===== src/rtl/muldiv_pkg.sv =====
// Shared encodings for the multicycle multiply/divide engine.
package muldiv_pkg;

  localparam logic OP_MULT = 1'b0;
  localparam logic OP_DIV  = 1'b1;

  localparam logic [1:0] ST_IDLE = 2'd0;
  localparam logic [1:0] ST_RUN  = 2'd1;
  localparam logic [1:0] ST_FIX  = 2'd2;
  localparam logic [1:0] ST_DONE = 2'd3;

  // Iteration counter width; never below one bit.
  function automatic int cnt_width(input int n);
    return (n > 1) ? $clog2(n) : 1;
  endfunction

endpackage


===== src/rtl/muldiv_sign_fix.sv =====
// Conditional two's-complement negate, used for operand magnitudes and result signs.
module muldiv_sign_fix
  import muldiv_pkg::*;
#(
  parameter int WIDTH = 32
) (
  input  logic             neg,
  input  logic [WIDTH-1:0] value,
  output logic [WIDTH-1:0] result
);

  assign result = neg ? (~value + {{(WIDTH-1){1'b0}}, 1'b1}) : value;

endmodule


===== src/rtl/muldiv_unit.sv =====
// Multicycle signed multiply/divide with start/busy/done handshake.
// Optional MULDIV_EARLY_OUT_EN skips iteration for trivially-resolved operands.
module muldiv_unit
  import muldiv_pkg::*;
#(
  parameter int WIDTH          = 32,
  parameter int BITS_PER_CYCLE = 1
) (
  input  logic             clock,
  input  logic             reset,
  input  logic             start,
  input  logic             op,
  input  logic [WIDTH-1:0] a,
  input  logic [WIDTH-1:0] b,
  output logic             busy,
  output logic             done,
  output logic             div_zero,
  output logic [WIDTH-1:0] hi,
  output logic [WIDTH-1:0] lo
);

  localparam int N  = WIDTH / BITS_PER_CYCLE;
  localparam int CW = cnt_width(N);
  localparam logic [CW-1:0] CNT_LAST = CW'(N - 1);
  localparam logic [CW-1:0] CNT_ONE  = CW'(1);

  logic [1:0]         state_r;
  logic [CW-1:0]      cnt_r;
  logic               op_r, neg_q_r, neg_r_r;
  logic [WIDTH-1:0]   mag_r;
  logic [2*WIDTH-1:0] acc_r;
  logic               busy_r, done_r, div_zero_r;
  logic [WIDTH-1:0]   hi_r, lo_r;

  logic [WIDTH-1:0]   mag_a_s, mag_b_s, quo_s, rem_s;
  logic [2*WIDTH-1:0] prod_s, step_s, load_s;
  logic [WIDTH:0]     sum_s, trial_s;
  logic               qbit_s, dz_s, early_s;

  muldiv_sign_fix #(.WIDTH(WIDTH)) u_mag_a (.neg(a[WIDTH-1]), .value(a), .result(mag_a_s));
  muldiv_sign_fix #(.WIDTH(WIDTH)) u_mag_b (.neg(b[WIDTH-1]), .value(b), .result(mag_b_s));
  muldiv_sign_fix #(.WIDTH(2*WIDTH)) u_prod (.neg(neg_q_r), .value(acc_r), .result(prod_s));
  muldiv_sign_fix #(.WIDTH(WIDTH)) u_quo (.neg(neg_q_r), .value(acc_r[WIDTH-1:0]), .result(quo_s));
  muldiv_sign_fix #(.WIDTH(WIDTH)) u_rem (.neg(neg_r_r), .value(acc_r[2*WIDTH-1:WIDTH]), .result(rem_s));

  assign dz_s = (op == OP_DIV) && (b == '0);

`ifdef MULDIV_EARLY_OUT_EN
  assign early_s = (op == OP_MULT) ? ((a == '0) || (b == '0)) : (mag_a_s < mag_b_s);
`else
  assign early_s = 1'b0;
`endif

  // Accumulator seed: mult holds {partial, multiplier}; div holds {remainder, dividend}.
  always_comb begin
    load_s = {(2*WIDTH){1'b0}};
    if (op == OP_MULT) begin
      if (early_s) load_s = {(2*WIDTH){1'b0}};
      else         load_s = {{WIDTH{1'b0}}, mag_b_s};
    end else begin
      if (early_s) load_s = {mag_a_s, {WIDTH{1'b0}}};
      else         load_s = {{WIDTH{1'b0}}, mag_a_s};
    end
  end

  // BITS_PER_CYCLE shift-add or restoring-divide steps per clock.
  always_comb begin
    step_s  = acc_r;
    sum_s   = {(WIDTH+1){1'b0}};
    trial_s = {(WIDTH+1){1'b0}};
    qbit_s  = 1'b0;
    for (int i = 0; i < BITS_PER_CYCLE; i++) begin
      if (op_r == OP_MULT) begin
        sum_s  = {1'b0, step_s[2*WIDTH-1:WIDTH]} + (step_s[0] ? {1'b0, mag_r} : {(WIDTH+1){1'b0}});
        step_s = {sum_s, step_s[WIDTH-1:1]};
      end else begin
        trial_s = {step_s[2*WIDTH-1:WIDTH], step_s[WIDTH-1]};
        if (trial_s >= {1'b0, mag_r}) begin
          trial_s = trial_s - {1'b0, mag_r};
          qbit_s  = 1'b1;
        end else begin
          qbit_s  = 1'b0;
        end
        step_s = {trial_s[WIDTH-1:0], step_s[WIDTH-2:0], qbit_s};
      end
    end
  end

  // Control FSM, datapath registers and registered outputs.
  always_ff @(posedge clock or negedge reset) begin
    if (!reset) begin
      state_r    <= ST_IDLE;
      cnt_r      <= '0;
      op_r       <= OP_MULT;
      neg_q_r    <= 1'b0;
      neg_r_r    <= 1'b0;
      mag_r      <= '0;
      acc_r      <= '0;
      busy_r     <= 1'b0;
      done_r     <= 1'b0;
      div_zero_r <= 1'b0;
      hi_r       <= '0;
      lo_r       <= '0;
    end else begin
      done_r <= 1'b0;
      case (state_r)
        ST_IDLE: begin
          if (start) begin
            op_r       <= op;
            neg_q_r    <= a[WIDTH-1] ^ b[WIDTH-1];
            neg_r_r    <= a[WIDTH-1];
            mag_r      <= (op == OP_MULT) ? mag_a_s : mag_b_s;
            acc_r      <= load_s;
            cnt_r      <= '0;
            busy_r     <= 1'b1;
            div_zero_r <= dz_s;
            if (dz_s) begin
              state_r <= ST_DONE;
              done_r  <= 1'b1;
            end else if (early_s) begin
              state_r <= ST_FIX;
            end else begin
              state_r <= ST_RUN;
            end
          end
        end
        ST_RUN: begin
          acc_r <= step_s;
          if (cnt_r == CNT_LAST) begin
            cnt_r   <= '0;
            state_r <= ST_FIX;
          end else begin
            cnt_r <= cnt_r + CNT_ONE;
          end
        end
        ST_FIX: begin
          if (op_r == OP_MULT) begin
            {hi_r, lo_r} <= prod_s;
          end else begin
            hi_r <= rem_s;
            lo_r <= quo_s;
          end
          state_r <= ST_DONE;
          done_r  <= 1'b1;
        end
        ST_DONE: begin
          state_r <= ST_IDLE;
          busy_r  <= 1'b0;
        end
        default: begin
          state_r <= ST_IDLE;
          busy_r  <= 1'b0;
        end
      endcase
    end
  end

  assign busy     = busy_r;
  assign done     = done_r;
  assign div_zero = div_zero_r;
  assign hi       = hi_r;
  assign lo       = lo_r;

endmodule


===== config.mk =====
export PLATFORM = sky130hd
export DESIGN_NAME = muldiv_unit
export DESIGN_NICKNAME = d
export VERILOG_FILES = /design/src/rtl/muldiv_pkg.sv /design/src/rtl/muldiv_sign_fix.sv /design/src/rtl/muldiv_unit.sv
export SDC_FILE = /design/constraint.sdc
export NUM_CORES = 1
export LEC_CHECK = 0
export CORE_MARGIN = 2
export CORE_UTILIZATION = 30
export DETAILED_ROUTE_END_ITERATION = 7
export GPL_TIMING_DRIVEN = 0
export SLEW_MARGIN = 20
export SYNTH_ARGS = -nofsm -noshare
export SYNTH_HDL_FRONTEND = slang
export SYNTH_HIERARCHICAL = 1
export SYNTH_SLANG_ARGS = --single-unit

===== constraint.sdc =====
create_clock -name clock -period 6.8 [get_ports clock]
set_input_delay 1.02 -clock clock [delete_from_list [all_inputs] [get_ports clock]]
set_output_delay 1.02 -clock clock [all_outputs]
set_load 0.01 [all_outputs]

### Word level (Yosys, flattened, before mapping)

Cells that the tools add are included.

* magnitude comparators: 1
* add/sub/neg operators: 8
* bitwise logic cells: 6
* muxes and demuxes: 27
* equality and inequality tests: 6
* reductions and logical operators: 9

Operators with widths (count)
* $mux 32: 10
* $mux 64: 3
* $add 32x1->32 const B: 4
* $not 32->32: 4
* $pmux 64 s2: 1
* $add 64x1->64 const B: 1
* $not 64->64: 1
* $add 32x32->33: 1
* $ge 33x32->1: 1
* $logic_not 32->1: 1
* $sub 32x32->32: 1
* $mux 5: 2
* $pmux 5 s2: 1
* $pmux 2 s4: 1
* $reduce_and 2->1: 4
* $mux 2: 3
* $add 5x1->5 const B: 1
* $eq 5x5->1 const B: 1
* $eq 2x2->1 const B: 2
* $mux 1: 4
* $ne 2x2->1 const B: 2
* $pmux 1 s2: 2
* $reduce_bool 2->1: 2
* $eq 2x1->1 const B: 1
* other kinds (3): 3

* flip-flop bits (word level): 173
* input port bits: 68

### Depth between registers and ports, before layout

Gate-level depths: netlist of run 1.

* word-level depth: 6
* gate-level depth with buffers: 14
* mapped depth without buffers: 13

### Hierarchy

Netlist of run 1, hierarchy kept.

By module, submodules not included
* muldiv_unit: cells each 1468, instances 1, area each 12801.0 um^2
* muldiv_sign_fix (u_mag_a ...): cells each 99, instances 4, area each 777.0 um^2
* muldiv_sign_fix (u_prod): cells each 197, instances 1, area each 1530.2 um^2

### Least setup slack after synthesis of run 1

Ideal clock, no wire load.

* kind: register to register
* start point: register acc_r[0]
* end point: register acc_r[63]
* path buffers: 2
* library setup time: 137 ps
* clock period less this slack: 2914 ps
* slack: 3886 ps
* required time: 6663 ps
* cell stages (with the launch flop): 14
* data arrival time: 2778 ps
* cells stage by stage: dfrtp_1 > clkbuf_1 > and2_1 > ha_1 > buf_2 > a211oi_1 > a21oi_1 > o21bai_2 > nand3_1 > a31oi_2 > o21ai_2 > a221o_1 > a211oi_1 > o41ai_1

* word-level cells in the longest chain between the ends: 4

Ends and longest elaborated chain
* start: declaration: line muldiv_unit.sv:31 `logic [2*WIDTH-1:0] acc_r;`
* start signal: assignment: line muldiv_unit.sv:113 `acc_r <= load_s;`
* start signal: assignment: line muldiv_unit.sv:128 `acc_r <= step_s;`
* $mux 32: line muldiv_unit.sv:74 `sum_s = {1'b0, step_s[2*WIDTH-1:WIDTH]} + (step_s[0] ? {1'b0, mag_r} : {(WIDTH+1){1'b0}});`
* $add 32x32->33: line muldiv_unit.sv:74
* $mux 64: line muldiv_unit.sv:73 `if (op_r == OP_MULT) begin`
* $pmux 64 s2: line muldiv_unit.sv:106 `case (state_r)`

No other way between the ends.
A chain may end at the register's enable or synchronous reset.

### Final worst setup path of run 1

* start point: register acc_r[0]
* end point: register acc_r[61]

The elaborated chain is that of the path after synthesis.

==> results of run 1 <==
per-stage QoR:
stage	setup slack, ns	hold slack (ns)	setup TNS (ns)	cell area (µm²)	instances
after floorplan	3.89	0.444	0	17400	2061
after global placement	-2.61	0.477	-447.09	19700	2960
after detailed placement	2.77	0.481	0	19800	2962
after CTS	2.73	0.413	0	20400	2994
after global routing	2.40	0.448	0	20400	2994
final	2.59	0.414	0	20400	2995
power groups by stage:
stage | clock (µW) | combinational (µW) | sequential, µW
after global routing | 1070 | 7990 | 2500
final | 1010 | 7320 | 2430
after global placement | 0 | 7120 | 2420
after floorplan | 0 | 5180 | 2180
after CTS | 1030 | 7260 | 2420
after detailed placement | 0 | 7220 | 2440
cells by family (layout without fill, tap and decap cells):
logic type / Yosys count / count (layout) / share of synthesized area
compound gates: 595 / 595 / 0.233
mux: 179 / 179 / 0.105
flops: 173 / 173 / 0.248
xor+xnor: 234 / 234 / 0.118
fa+ha+maj: 77 / 77 / 0.0561
simple gates: 626 / 626 / 0.195
other cells: 0 / 1 / 0
buf+inv: 177 / 345 / 0.0458
worst paths after layout:
path	to	slack, ns	cells past startpoint
min in group clock	cnt_r[3]	0.50	1
max in group asynchronous	acc_r[39]	5.39	3
setup reg to reg	acc_r[61]	2.59	12
setup / recovery	acc_r[61]	2.59	12
hold / removal	lo[14]	0.41	1
hold reg to reg	cnt_r[3]	0.50	1
state kept, by name, indices dropped and copies added (netlist names):
signal / flops
busy: 1
mag_r: 32
acc_r: 64
hi: 32
div_zero: 1
cnt_r: 5
done: 1
op_r: 1
state_r: 2
lo: 32
neg_q_r: 1
neg_r_r: 1
critical path, stage by stage, from the launching register on:
cell and delay, ns:
sky130_fd_sc_hd__dfrtp_1 0.77, sky130_fd_sc_hd__clkbuf_1 0.45, sky130_fd_sc_hd__nand2_1 0.17, sky130_fd_sc_hd__fa_1 0.44
sky130_fd_sc_hd__nand2b_1 0.21, sky130_fd_sc_hd__a21oi_2 0.22, sky130_fd_sc_hd__o211ai_1 0.26, sky130_fd_sc_hd__a31oi_2 0.33
sky130_fd_sc_hd__o21ai_1 0.23, sky130_fd_sc_hd__o41ai_2 0.45, sky130_fd_sc_hd__xor2_1 0.28, sky130_fd_sc_hd__nor2_1 0.08
sky130_fd_sc_hd__o31ai_1 0.23
cell usage in the layout, fill, tap and decap left out, drive strengths merged, types with 33 or more instances in the layout:
cell and count:
clkbuf 86, o21ai 171, o31ai 57, and2 34
o41ai 52, a21o 38, nor2 146, nand2 206
nor4 41, inv 65, mux2 33, ha 75
clkdlybuf4s50 133, nand3 35, mux2i 146, dfrtp 173
buf 50, xnor2 210, a21oi 175
final cells by class:
class	instances	area share
multi-input combinational	1711	0.604
sequential	173	0.212
timing repair buffer	136	0.0687
tap	765	0.0469
buffer	116	0.0280
clock buffer	18	0.0215
inverter	61	0.0112
clock inverter	14	0.00754
antenna	1	0.000123
per-layer routing:
| layer | vias up | routed length, µm | part of all wire |
|---|---|---|---|
| met2 | 529 | 29500 | 0.48 |
| met4 | 0 | 1430 | 0.023 |
| met1 | 8053 | 27900 | 0.45 |
| met3 | 77 | 3100 | 0.050 |
| met5 | - | 0 | 0 |
| li1 | 7834 | - | - |
==> flow_results.org, run 1 <==
** Global routing
- The first global-routing pass estimated 95000 µm of wire.
- Global-route usage over all layers :: 0.204
- For this run, global-route usage on met2 was measured as 0.340.
- In this run the most used layer during global routing was met2.
- For this run, global-route usage on met1 was measured as 0.274.
- Global routing finished with a remaining overflow of 0.
- The initial antenna violation count was 0.
- Number of global-route vias before repair :: 15874
- Largest net degree at the start of global routing :: 65
- Routing usage on met3 :: 0.0249

** Route
- Number of detailed-route iterations in the first pass :: 7
- Post-detailed-routing wire length :: 61900 µm
- The detailed router placed 16493 vias in this run.
- Starting DRT DRC Count :: 1469
- Post-route ant nets :: 0
- DRC violations left :: 0
- WL/cell :: 20.7 µm
- Vias per inst :: 5.51

** Cells and area
- Summing all multi-input logic gate instances after layout gives 0.0123 mm².
- Fraction of layout instances using a drive strength above 1 :: 0.0924
- For this run, the share of the core covered by cells in the final layout is 0.354.
- For this run, the post-layout net count is 2361.
- Synth-to-Final Area Change :: 17.0%
- Area occupied by registers :: 0.00433 mm²
- Filler cells :: 5922

** Power
- Power per standard cell area :: 527 mW/mm²
- The worst-case IR drop observed on VDD is 0.241 mV.
- Of the total power, registers draw 0.226.
- The internal portion of the total power is 5160 µW.
- Of the total power, the share spent switching nets is 0.520.
- Combinational group share of total power :: 0.680
- PnR Total Power :: 10800 µW
- For this design the static power due to leakage is 0.00806 µW.
- Reported net switching power :: 5590 µW
- The share of total power dissipated in the clock network is 0.094.

** Setup path
- STA classifies the critical path endpoint as a flop.
- Of all nets on the critical path, the largest fanout is 14.
- The worst setup path is of the reg2reg kind.
- In this run the critical register-to-register path is launched from acc_r[0].
- Data on the critical path arrives at its endpoint at 4.62 ns.
- STA classifies the critical path startpoint as a flop.
- The critical path starts at acc_r[0].
- Required time at the endpoint of the critical path :: 7.21 ns

** Yosys
- Number of flops mapped to enable cells by yosys :: 0
- The netlist uses 96 different library cells.
- Counting every net in the synthesized netlist gives 2206.
- Ranking of synthesized cells by area :: sky130_fd_sc_hd__dfrtp_1 25%, sky130_fd_sc_hd__xnor2_1 11%, sky130_fd_sc_hd__mux2i_1 8.4%, sky130_fd_sc_hd__ha_1 5.4%, sky130_fd_sc_hd__a21oi_1 4.8%
- The mapped netlist covers 0.0174 mm².
- Ranked by instance count, the synthesized netlist is headed by 210 x sky130_fd_sc_hd__xnor2_1, 204 x sky130_fd_sc_hd__nand2_1, 173 x sky130_fd_sc_hd__dfrtp_1, 168 x sky130_fd_sc_hd__a21oi_1, 152 x sky130_fd_sc_hd__o21ai_0.
- The share of the Yosys chip area taken by registers is 0.248.
- Avg Synthesized Cell Area :: 8.46 µm²
- Area share of the leading cell type in the synthesized netlist :: 0.248
- Fraction of registers with async set/reset :: 1.00
- Most frequently used cell type in the post-synthesis netlist :: sky130_fd_sc_hd__xnor2_1
- The most used flip-flop cell after synthesis is sky130_fd_sc_hd__dfrtp_1.
- Post-synthesis cell count :: 2061
- Largest area contributor in the synthesized netlist :: sky130_fd_sc_hd__dfrtp_1
- Post-synthesis register bit count :: 173
- Number of warnings reported in the yosys synthesis log :: 6

** Floorplanning
- After floorplanning, the core was sized to cover 0.0576 mm².
- For this configuration, the core starts out at a cell density of 0.303.
- The floorplan has 88 rows.
- Die X-Extent :: 245 µm
- I/O pins :: 135
- Height of the die :: 245 µm
- Die footprint :: 0.0601 mm²

** CTS
- Clock tree from TritonCTS :: done
- Root Driver :: sky130_fd_sc_hd__clkbuf_16
- Total number of H-tree levels :: 4
- Number of sinks driven by the clock tree :: 173
- The number of clock buffers added by TritonCTS is 17.
- Maximum count of clock buffers along a single path :: 2
- Number of hold buffers added after cts :: 0
- Clock slew at the register clock pins of the worst setup and hold paths :: 0.08 ns
- Count of instances resized after the clock tree is built :: 0
- Once the clock tree was built, the setup fixing pass inserted 0 buffers.
- Insertion delay to the later sink of the worst-skew pair :: 0.50 ns

** Timing
- At the pin with the least slew margin, the transition time is 1.00 ns.
- Final-report setup violation count :: 0
- Number of slew-limit violations in the final report :: 0
- The count of endpoints failing hold in the final timing report is 0.
- Share of the cycle needed by the critical path after routing :: 0.619
- Setup repair after global routing left no endpoint under its margin.
- Maximum clock rate :: 237 MHz
- Clock skew :: 0.0101 ns
- In this run the tightest slew margin relative to its limit is 0.331.
- The smallest clock period supported by the final layout is computed as 4.21 ns.

** Outcome
- The flow ran to the end, and the final reports show no timing, DRC or antenna violations.

** Hold path
- The tightest min-delay check is of the in2async type.

** Placement
- Port Buffer Count :: 134
- Estimated wirelength of the detail-placed design :: 48600 µm
- The congestion estimate from routability-driven global placement came to 0.940.

** Run
- Across the run, the number of max-cap violations was 0.
Power figures use the tool's default switching activity.
==> inputs of run 2 (changes only) <==
- clock period: 6.8 -> 3.6 ns (I/O delays scaled with it)
==> run 2 against run 1 <==
Compared with the run above:
- non-clock buffer count up 4
- first-iteration DRC count fell by 2.8%
- clock power up 88%
- largest cell class unchanged
- highest routed layer unchanged
- clock skew is 0.00058 ns higher
==> flow_results.org, run 2 (same netlist as run 1, synthesis figures left out) <==
** Outcome
- Outcome :: completed

** Placement
- At the end of routability-driven placement, the weighted congestion stood at 0.940.
- Once placement finished, the instance area stood at 0.0198 mm².
- Estimated wirelength of the detail-placed design :: 48600 µm
- Input and output buffers added on the ports amount to 134.

** Route
- Starting DRT DRC Count :: 1428
- Vias per inst :: 5.50
- Once detail routing completed, the nets flagged for antenna violations numbered 0.
- For this run, the detailed router's first-pass iteration total came to 5.
- WL/cell :: 20.7 µm
- The detailed router placed 16483 vias in this run.
- After detailed routing, the total wire length is 61900 µm.
- DRC violations left :: 0

** Cells and area
- Summing all non-filler instances in the final layout gives an area of 0.0205 mm².
- From synthesis to final layout, the design area changed by 17.4%.
- Number of flip-flops under the largest register name :: 64
- The repair_antennas step left the layout with diodes totalling 0.
- Most flop-heavy register :: acc_r
- The library cells used most frequently in the layout, excluding fill and tap cells, are 210 x sky130_fd_sc_hd__xnor2_1, 204 x sky130_fd_sc_hd__nand2_1, 170 x sky130_fd_sc_hd__dfrtp_1.
- In the final layout, the share of cells above drive strength 1 is 0.0990.
- Leading cell type in the layout, fill and taps excluded :: sky130_fd_sc_hd__xnor2_1
- At the end of the flow the core is filled with cells to 0.356.
- The net count of the finished layout is 2365.

** CTS
- Root Driver :: sky130_fd_sc_hd__clkbuf_16
- Clock tree from TritonCTS :: done
- Total number of H-tree levels :: 4
- CTS buffer count :: 17
- At the later pin of the worst-skew pair, clock insertion delay measures 0.49 ns.
- Maximum count of clock buffers along a single path :: 2
- Clock slew at the register clock pins of the worst setup and hold paths :: 0.08 ns
- Number of sinks driven by the clock tree :: 173

** Global routing
- The first global-routing pass estimated 95000 µm of wire.
- The initial antenna violation count was 0.
- The total overflow left after global routing is 0.
- In the global route stage, overall resource usage came out at 0.204.
- The number of global-route vias before repair came to 15851.
- Entering global routing, the biggest net connects 65 pins.

** Floorplanning
- Die X-Extent :: 245 µm
- Placeable core region :: 0.0576 mm²
- For this design the top-level I/O count stands at 135.
- For this configuration, the core starts out at a cell density of 0.303.
- Height of the die :: 245 µm
- The floorplan step defined a die boundary enclosing 0.0601 mm².
- Row count :: 88

** Setup path
- Terminus of the critical flop-to-flop path :: acc_r[63]
- FF-to-FF Start :: acc_r[0]
- Required time at the endpoint of the critical path :: 3.95 ns
- The number of cells on the worst reg-to-reg path is 12.
- STA classifies the critical path endpoint as a flop.
- Critical path launch point type :: flop
- Along the worst path, the maximum fanout reaches 10.
- Termination of the worst setup path :: acc_r[63]
- CP Launch Point :: acc_r[0]
- Setup slack of the worst register-to-register path :: 0.14 ns
- Setup CP Type :: reg2reg
- Critical path data arrival time :: 3.82 ns

** Run
- Number of violations of the max-capacitance limit :: 0

** Timing
- Static timing analysis puts the maximum clock frequency at 289 MHz.
- Relative slew margins :: 0.342
- The count of endpoints failing hold in the final timing report is 0.
- Across the routed clock network, the largest skew measured is 0.0107 ns.
- The number of max-slew violations in the final report is 0.
- Final-report setup violation count :: 0
- Tightest Pin Transition :: 0.988 ns
- Of the available clock period, the critical path in the final layout requires 0.962.
- Period minus WS final :: 3.46 ns

** Power
- Maximum vdd ir drop :: 0.450 mV
- Power comes to 20400 µW.
- Combinational group share of total power :: 0.682
- Of the total power, the clock network draws 0.093.
- Net Sw Frac :: 0.520
- Reported net switching power :: 10600 µW
- The share of total power dissipated in sequential elements is 0.225.
- Power per standard cell area :: 994 mW/mm²
- The internal portion of the total power is 9780 µW.
- Leakage :: 0.00809 µW

** Hold path
- Min-delay worst type :: reg2reg
run 2: cell type report:
cell class,count,area [µm²]
clock inverter,14,154
sequential,173,4330
clock buffer,18,439
inverter,61,229
multi-input combinational,1711,12400
timing repair buffer,140,1430
buffer,116,577
tap,765,957
fill,5910,37100
run 2: routing by layer:
layer | routed length [µm] | global-route usage | up-vias
li1 | - | - | 7838
met1 | 27800 | 0.274 | 8047
met2 | 29600 | 0.340 | 531
met3 | 3260 | 0.0250 | 67
met4 | 1330 | 0.0621 | 0
met5 | 0 | 0 | -
run 2: power by group through the flow:
stage                     Clock, µW  Combinational, µW  Sequential, µW
final                          1900              13900            4570
after global routing           2030              15200            4710
after CTS                      1950              13700            4560
after detailed placement          0              13600            4610
after global placement            0              13500            4570
after floorplan                   0               9780            4110
run 2: metrics by stage:
step	hold WS (ns)	TNS (ns)	worst slack [ns]	std cells
2_1_floorplan	0.244	0	0.686	2061
3_3_place_gp	0.477	-919.52	-5.33	2960
3_5_place_dp	0.479	-2.23	-0.434	2962
4_1_cts	0.496	0	0.0232	2996
5_1_grt	0.528	-0.00253	-0.00253	2998
6_report	0.501	0	0.137	2998
run 2: critical path: stages (launching register included):
cell                       delay, ns
sky130_fd_sc_hd__dfrtp_2        0.47
sky130_fd_sc_hd__buf_2          0.20
sky130_fd_sc_hd__and2_1         0.15
sky130_fd_sc_hd__ha_1           0.38
sky130_fd_sc_hd__a21oi_2        0.20
sky130_fd_sc_hd__nand2_1        0.08
sky130_fd_sc_hd__o211ai_1       0.45
sky130_fd_sc_hd__nand3_2        0.23
sky130_fd_sc_hd__a31oi_4        0.28
sky130_fd_sc_hd__o21ai_2        0.11
sky130_fd_sc_hd__a221o_1        0.42
sky130_fd_sc_hd__a211oi_2       0.22
sky130_fd_sc_hd__o41ai_1        0.11
run 2: timing repair:
action / CTS / global route
pin swaps: 0 / 5
endpoints found under the hold margin: 51 / 0
resized for setup: 4 / 13
hold buffers: 1 / 0
setup endpoints to repair: 13 / 8
setup buffers: 1 / 2
run 2: worst min path at each step:
stage               depth (start not counted)      from  slack (ns)  endpoint
finish                                      1  cnt_r[3]        0.50  cnt_r[3]
global route                                1  cnt_r[3]        0.53  cnt_r[3]
CTS                                         1  cnt_r[3]        0.50  cnt_r[3]
detailed placement                          1     reset        0.48    lo[14]
global placement                            1  cnt_r[3]        0.48  cnt_r[3]
floorplan                                   0     reset        0.24  acc_r[0]
